### src/rtl/mxalu_seq_if.sv
// mxalu_seq bus: request, response and 8-bit ALU slice signals.
// slave is the sequencer side, master the requester/slice side.
interface mxalu_seq_if #(
  parameter int NBYTES = 4
);
  logic                  req_valid;
  logic                  req_ready;
  logic [8*NBYTES-1:0]   op_a;
  logic [8*NBYTES-1:0]   op_b;
  logic [3:0]            op_s;
  logic                  op_m;
  logic                  op_cin_n;
  logic [1:0]            op_len;

  logic [7:0]            alu_a;
  logic [7:0]            alu_b;
  logic [3:0]            alu_s;
  logic                  alu_m;
  logic                  alu_cn_n;
  logic [7:0]            alu_f;
  logic                  alu_cn8_n;
  logic                  alu_a_b;

  logic                  rsp_valid;
  logic                  rsp_ready;
  logic [8*NBYTES-1:0]   rsp_f;
  logic                  rsp_cout_n;
  logic                  rsp_eq;
  logic                  rsp_zero;

  modport slave (
    input  req_valid, op_a, op_b, op_s,
    input  op_m, op_cin_n, op_len,
    output req_ready,
    output alu_a, alu_b, alu_s, alu_m,
    output alu_cn_n,
    input  alu_f, alu_cn8_n, alu_a_b,
    output rsp_valid, rsp_f, rsp_cout_n,
    output rsp_eq, rsp_zero,
    input  rsp_ready
  );

  modport master (
    output req_valid, op_a, op_b, op_s,
    output op_m, op_cin_n, op_len,
    input  req_ready,
    input  alu_a, alu_b, alu_s, alu_m,
    input  alu_cn_n,
    output alu_f, alu_cn8_n, alu_a_b,
    input  rsp_valid, rsp_f, rsp_cout_n,
    input  rsp_eq, rsp_zero,
    output rsp_ready
  );
endinterface

### src/rtl/mxalu_seq.sv
// Multi-byte ALU sequencer driving one external 8-bit 181 slice.
// Optional zero flag: define MXALU_SEQ_ZERO_EN.
module mxalu_seq #(
  parameter int NBYTES = 4
) (
  input logic        clk,
  input logic        rst_n,
  mxalu_seq_if.slave bus
);

  localparam int         W    = 8 * NBYTES;
  localparam logic [1:0] LMAX = 2'(NBYTES - 1);

  typedef enum logic [1:0] {
    IDLE = 2'd0,
    RUN  = 2'd1,
    DONE = 2'd2
  } state_e;

  state_e       state_q;
  state_e       state_d;

  logic [W-1:0] a_q;
  logic [W-1:0] b_q;
  logic [W-1:0] f_q;
  logic [W-1:0] f_nxt;
  logic [3:0]   s_q;
  logic         m_q;
  logic         cin_q;
  logic         cy_q;
  logic         eq_q;
  logic [1:0]   len_q;
  logic [2:0]   k_q;

  logic         accept;
  logic         cap;
  logic         last;
  logic [1:0]   len_in;
  logic [4:0]   bofs;

  // Oversized lengths fold to the widest operand.
  assign len_in = (bus.op_len > LMAX) ? LMAX : bus.op_len;

  // k runs one past the last byte: that cycle only enters DONE.
  assign cap  = (k_q <= {1'b0, len_q});
  assign last = cap && (k_q[1:0] == len_q);
  assign bofs = {k_q[1:0], 3'b000};

  // State register.
  always_ff @(posedge clk or negedge rst_n) begin
    if (!rst_n) state_q <= IDLE;
    else        state_q <= state_d;
  end

  // Next state and request handshake.
  always_comb begin
    state_d       = state_q;
    bus.req_ready = 1'b0;
    accept        = 1'b0;
    unique case (state_q)
      IDLE: begin
        bus.req_ready = 1'b1;
        if (bus.req_valid) begin
          accept  = 1'b1;
          state_d = RUN;
        end
      end
      RUN: begin
        if (!cap) state_d = DONE;
      end
      DONE: begin
        if (bus.rsp_ready) state_d = IDLE;
      end
      default: state_d = IDLE;
    endcase
  end

  // Slice drive: current byte while capturing, idle values otherwise.
  always_comb begin
    bus.alu_a    = 8'h00;
    bus.alu_b    = 8'h00;
    bus.alu_s    = 4'h0;
    bus.alu_m    = 1'b0;
    bus.alu_cn_n = 1'b1;
    if (state_q == RUN && cap) begin
      bus.alu_a    = a_q[bofs +: 8];
      bus.alu_b    = b_q[bofs +: 8];
      bus.alu_s    = s_q;
      bus.alu_m    = m_q;
      bus.alu_cn_n = (k_q == 3'd0) ? cin_q : cy_q;
    end
  end

  // Result with the slice output merged into byte k.
  always_comb begin
    f_nxt              = f_q;
    f_nxt[bofs +: 8]   = bus.alu_f;
  end

  // Operand latch and per-byte result accumulation.
  always_ff @(posedge clk or negedge rst_n) begin
    if (!rst_n) begin
      a_q   <= '0;
      b_q   <= '0;
      s_q   <= 4'h0;
      m_q   <= 1'b0;
      cin_q <= 1'b1;
      len_q <= 2'd0;
      k_q   <= 3'd0;
      f_q   <= '0;
      cy_q  <= 1'b1;
      eq_q  <= 1'b0;
    end else if (accept) begin
      a_q   <= bus.op_a;
      b_q   <= bus.op_b;
      s_q   <= bus.op_s;
      m_q   <= bus.op_m;
      cin_q <= bus.op_cin_n;
      len_q <= len_in;
      k_q   <= 3'd0;
      f_q   <= '0;
      cy_q  <= 1'b1;
      eq_q  <= 1'b1;
    end else if (state_q == RUN && cap) begin
      f_q   <= f_nxt;
      cy_q  <= bus.alu_cn8_n;
      eq_q  <= eq_q & bus.alu_a_b;
      k_q   <= k_q + 3'd1;
    end
  end

`ifdef MXALU_SEQ_ZERO_EN
  logic zero_q;

  // Zero flag taken from the completed result at the last byte.
  always_ff @(posedge clk or negedge rst_n) begin
    if (!rst_n)      zero_q <= 1'b0;
    else if (accept) zero_q <= 1'b0;
    else if (state_q == RUN && last)
      zero_q <= ~|f_nxt;
  end

  assign bus.rsp_zero = zero_q;
`else
  assign bus.rsp_zero = 1'b0;
`endif

  assign bus.rsp_valid  = (state_q == DONE);
  assign bus.rsp_f      = f_q;
  assign bus.rsp_cout_n = cy_q;
  assign bus.rsp_eq     = eq_q;

endmodule

### src/flat_wrapper.sv
// flat-port wrapper written by rule: the top's interface ports become plain ports
module mxalu_seq_flat 
#(
  parameter int NBYTES = 4
)
  (clk, rst_n, bus_req_valid, bus_op_a, bus_op_b, bus_op_s, bus_op_m, bus_op_cin_n, bus_op_len, bus_req_ready, bus_alu_a, bus_alu_b, bus_alu_s, bus_alu_m, bus_alu_cn_n, bus_alu_f, bus_alu_cn8_n, bus_alu_a_b, bus_rsp_valid, bus_rsp_f, bus_rsp_cout_n, bus_rsp_eq, bus_rsp_zero, bus_rsp_ready);
  mxalu_seq_if #(.NBYTES(NBYTES)) bus_i ();
  input logic clk;
  input logic rst_n;
  input wire logic [$bits(bus_i.req_valid)-1:0] bus_req_valid;
  input wire logic [$bits(bus_i.op_a)-1:0] bus_op_a;
  input wire logic [$bits(bus_i.op_b)-1:0] bus_op_b;
  input wire logic [$bits(bus_i.op_s)-1:0] bus_op_s;
  input wire logic [$bits(bus_i.op_m)-1:0] bus_op_m;
  input wire logic [$bits(bus_i.op_cin_n)-1:0] bus_op_cin_n;
  input wire logic [$bits(bus_i.op_len)-1:0] bus_op_len;
  output wire logic [$bits(bus_i.req_ready)-1:0] bus_req_ready;
  output wire logic [$bits(bus_i.alu_a)-1:0] bus_alu_a;
  output wire logic [$bits(bus_i.alu_b)-1:0] bus_alu_b;
  output wire logic [$bits(bus_i.alu_s)-1:0] bus_alu_s;
  output wire logic [$bits(bus_i.alu_m)-1:0] bus_alu_m;
  output wire logic [$bits(bus_i.alu_cn_n)-1:0] bus_alu_cn_n;
  input wire logic [$bits(bus_i.alu_f)-1:0] bus_alu_f;
  input wire logic [$bits(bus_i.alu_cn8_n)-1:0] bus_alu_cn8_n;
  input wire logic [$bits(bus_i.alu_a_b)-1:0] bus_alu_a_b;
  output wire logic [$bits(bus_i.rsp_valid)-1:0] bus_rsp_valid;
  output wire logic [$bits(bus_i.rsp_f)-1:0] bus_rsp_f;
  output wire logic [$bits(bus_i.rsp_cout_n)-1:0] bus_rsp_cout_n;
  output wire logic [$bits(bus_i.rsp_eq)-1:0] bus_rsp_eq;
  output wire logic [$bits(bus_i.rsp_zero)-1:0] bus_rsp_zero;
  input wire logic [$bits(bus_i.rsp_ready)-1:0] bus_rsp_ready;
  assign bus_i.req_valid = bus_req_valid;
  assign bus_i.op_a = bus_op_a;
  assign bus_i.op_b = bus_op_b;
  assign bus_i.op_s = bus_op_s;
  assign bus_i.op_m = bus_op_m;
  assign bus_i.op_cin_n = bus_op_cin_n;
  assign bus_i.op_len = bus_op_len;
  assign bus_req_ready = bus_i.req_ready;
  assign bus_alu_a = bus_i.alu_a;
  assign bus_alu_b = bus_i.alu_b;
  assign bus_alu_s = bus_i.alu_s;
  assign bus_alu_m = bus_i.alu_m;
  assign bus_alu_cn_n = bus_i.alu_cn_n;
  assign bus_i.alu_f = bus_alu_f;
  assign bus_i.alu_cn8_n = bus_alu_cn8_n;
  assign bus_i.alu_a_b = bus_alu_a_b;
  assign bus_rsp_valid = bus_i.rsp_valid;
  assign bus_rsp_f = bus_i.rsp_f;
  assign bus_rsp_cout_n = bus_i.rsp_cout_n;
  assign bus_rsp_eq = bus_i.rsp_eq;
  assign bus_rsp_zero = bus_i.rsp_zero;
  assign bus_i.rsp_ready = bus_rsp_ready;
  mxalu_seq #(.NBYTES(NBYTES)) u_core (.clk(clk), .rst_n(rst_n), .bus(bus_i));
endmodule
### config.mk
export PLATFORM = sky130hd
export DESIGN_NAME = mxalu_seq_flat
export DESIGN_NICKNAME = d
export VERILOG_FILES = /design/src/rtl/mxalu_seq_if.sv /design/src/rtl/mxalu_seq.sv /design/src/flat_wrapper.sv
export SDC_FILE = /design/constraint.sdc
export NUM_CORES = 1
export LEC_CHECK = 0
export ABC_AREA = 0
export ABC_CLOCK_PERIOD_IN_PS = 2550
export CAP_MARGIN = 40
export CORE_MARGIN = 2
export CORE_UTILIZATION = 41
export CTS_BUF_LIST = sky130_fd_sc_hd__clkbuf_2 sky130_fd_sc_hd__clkbuf_4 sky130_fd_sc_hd__clkbuf_8
export CTS_CLUSTER_SIZE = 30
export DETAILED_ROUTE_END_ITERATION = 10
export PLACE_DENSITY = 0.77
export SLEW_MARGIN = 20
export SYNTH_ARGS = -nofsm -noshare
export SYNTH_HDL_FRONTEND = slang
export SYNTH_SLANG_ARGS = --single-unit
### constraint.sdc
create_clock -name clk -period 2.55 [get_ports clk]
set_input_delay 0.51 -clock clk [delete_from_list [all_inputs] [get_ports clk]]
set_output_delay 0.51 -clock clk [all_outputs]
set_load 0.02 [all_outputs]
==> summary.txt <==
Initial Util: 42.1%
first-pass GRT wire length: 21400 µm
final WL: 13200 µm
CTS tree: built
Final GP Congestion: 0.827
share of total power in combinational logic: 47.2%
internal power: 4.47 mW
IO buf count: 143
register area: 0.00278 mm²
number of synthesized flops with an enable pin: 0
router iterations before antenna repair: 4
post-synthesis sequential area ratio: 54.7%
Worst Tran Pin Value: 0.810 ns
DIE AREA: 0.0133 mm²
share of the synthesized area in the top cell type: 53.7%
Crit Path Category: reg2out
clk_skew: 0.0162 ns
min Tclk post-route: 2.51 ns
peak fanout along the critical path: 11
Post-synth top cells: nand2_1, dfrtp_1, and3_1, clkbuf_1, mux4_2
crit path DAT: 2.00 ns
Worst VDD drop: 0.446 mV
Fmax: 398 MHz
Synth Cell Area: 0.00508 mm²
IO Pins: 145
CTS clk-pin slew, worst paths: 0.11 ns
number of H-tree levels: 3
top_reg_cell synth: dfrtp_1
cts hold-fix bufs: 0
outcome: finished, final reports clean
Reg power frac: 37.9%
Max Slew Vio Count: 0
Mean Syn Cell Area: 9.94 µm²
ANT cells: 0
cell taking the most area after synthesis: dfrtp_1
setup_tns: 0 ns
final setup vio count: 0
Pwr Density: 1050 mW/mm²
Psw: 2.86 mW
DRT antenna net count: 0
CTS Buf Count: 9
Seq cells post-synth: 111
Lkg Pwr: 3.43 nW
initial antenna violation count: 0
Die Y: 115 µm
Final Util: 57.9%
asr flop ratio synth: 100%
Final Cycle Share: 98.5%
Worst Hold Class: in2async
max_cap viols: 0
Root Driver: clkbuf_8
multi-input logic area: 0.00217 mm²
largest net degree at the start of global routing: 60
clock network power share: 15.0%
Syn Inst Count: 511
GR Overflow Total: 0
dominant cells by area after synthesis: dfrtp_1, nand2_1, mux4_2, mux2i_1, and3_1
vias in the first global route: 4350
drc violations: 0
startpoint types: flip-flop
Distinct cells, synth: 40
Total GRT Usage: 20.5%
Longest Clk Path Bufs: 2
total vias in the final route: 4178
core area: 0.0121 mm²
Die W: 115 µm
worst skew pair latency: 0.38 ns
layout cell share with drive strength beyond 1: 15.7%
Filler Cell Count: 1008
endpoint class of the critical path: output pin
Slew HR: 45.8%
Final HPWL DP: 9530 µm
Net Sw Frac: 39.1%
1st-iter DRT viols: 369
P&R area growth vs syn: 37.4%
Mapped Nets: 604
net count reported at finish: 752
CP required: 2.04 ns
CTS sink cnt: 111
WL/cell: 15.8 µm
top-count cell post-synth: nand2_1
final hold vios: 0
row count: 40
Yosys warnings: 0
vias per cell: 5.02
-- power by group through the flow --
stage / logic, mW / clock network, mW / registers, mW
floorplan: 2.03 / 0 / 2.75
global placement: 3.26 / 0 / 2.77
detailed placement: 3.35 / 0 / 2.80
CTS: 3.30 / 1.12 / 2.77
global route: 3.77 / 1.19 / 2.85
finish: 3.46 / 1.10 / 2.78
-- metal layers --
layer  share of wire (%)  up-vias  track usage [%]
li1                    -     1967                -
met4                 2.0        0             7.71
met5                   0        -                0
met2                  50      146             34.6
met1                  43     2048             26.6
met3                 5.4       17             3.64
-- layout make-up --
type	instances	share of cell area [%]
flip-flops and latches	111	39.8
well taps	168	3.01
clock buffers	9	1.78
inverters	4	0.215
clock inverters	7	1.18
multi-input cells	367	31.1
repair buffers	166	22.8
-- path summary, 6_finish.rpt --
check / from / to / slack (ns) / cells past startpoint
worst max-delay path: u_core.len_q[1] / bus_alu_a[0] / 0.04 / 8
worst min-delay path: rst_n / u_core.state_q[0] / 0.17 / 1
worst max register to register: u_core.k_q[1] / u_core.bus.rsp_f[0] / 0.29 / 7
worst min register to register: u_core.cin_q / u_core.cin_q / 0.47 / 2
max in group asynchronous: rst_n / u_core.b_q[1] / 1.65 / 2
min in group clk: u_core.cin_q / u_core.cin_q / 0.47 / 2
-- per-stage QoR --
step	instance area (µm²)	power [mW]	std cells	worst slack [ns]	hold WS, ns
after floorplan	5090	4.79	511	0.00750	0.214
after global placement	6800	6.03	812	0.0781	0.452
after detailed placement	6800	6.16	812	0.0283	0.454
after CTS	6950	7.19	829	-0.0396	0.182
after global routing	6980	7.81	832	-0.0231	0.218
final	6980	7.33	832	0.0392	0.167
-- state kept, by name, summed over array words and instances, names as in the netlist --
register	count
u_core.a_q	32
u_core.b_q	32
u_core.bus.rsp_cout_n	1
u_core.bus.rsp_eq	1
u_core.bus.rsp_f	32
u_core.cin_q	1
u_core.k_q	3
u_core.len_q	2
u_core.m_q	1
u_core.s_q	4
u_core.state_q	2
-- worst max-delay path, stage by stage, from the launching register on --
cell and delay [ns]:
dfrtp_1 0.39, inv_2 0.08, ha_4 0.20, nor2b_2 0.16, o21ai_2 0.17, buf_4 0.15
clkbuf_16 0.16, and3_1 0.15, buf_2 0.16
-- cell usage in the layout, fill, tap and decap left out, types with 2 or more instances in the layout --
| cell type | n |
|---|---|
| a21oi_1 | 5 |
| dfstp_2 | 2 |
| buf_12 | 5 |
| buf_4 | 17 |
| nor2_1 | 3 |
| nor3b_1 | 2 |
| nand2b_1 | 3 |
| a32o_1 | 3 |
| mux2i_1 | 15 |
| inv_2 | 2 |
| buf_6 | 4 |
| clkinv_4 | 3 |
| clkbuf_8 | 9 |
| nand2_1 | 250 |
| mux4_2 | 16 |
| o21ai_0 | 3 |
| a22o_1 | 14 |
| ha_1 | 6 |
| dfrtp_1 | 109 |
| clkdlybuf4s50_1 | 120 |
| buf_2 | 19 |
| and3_1 | 14 |
| clkinvlp_4 | 2 |
| nand3_1 | 2 |
| inv_1 | 2 |
| and3_2 | 8 |
-- kinds of logic (layout without fill, tap and decap cells) --
| family | Yosys count | after routing | share of synthesized area, % |
|---|---|---|---|
| flops | 111 | 111 | 54.7 |
| simple gates | 298 | 298 | 25.7 |
| other cells | 1 | 1 | 0.0738 |
| mux | 31 | 31 | 10.1 |
| fa+ha+maj | 7 | 7 | 1.72 |
| compound gates | 30 | 30 | 4.56 |
| buf+inv | 33 | 186 | 3.13 |
-- repair_timing --
item                                    4_1_cts  5_1_grt
gates cloned                                  0        1
endpoints found under the setup margin       22       20
setup buffers                                 1        2
resized for setup                            83       17
pin swaps                                     0        2
(Power assumes the default switching activity.)
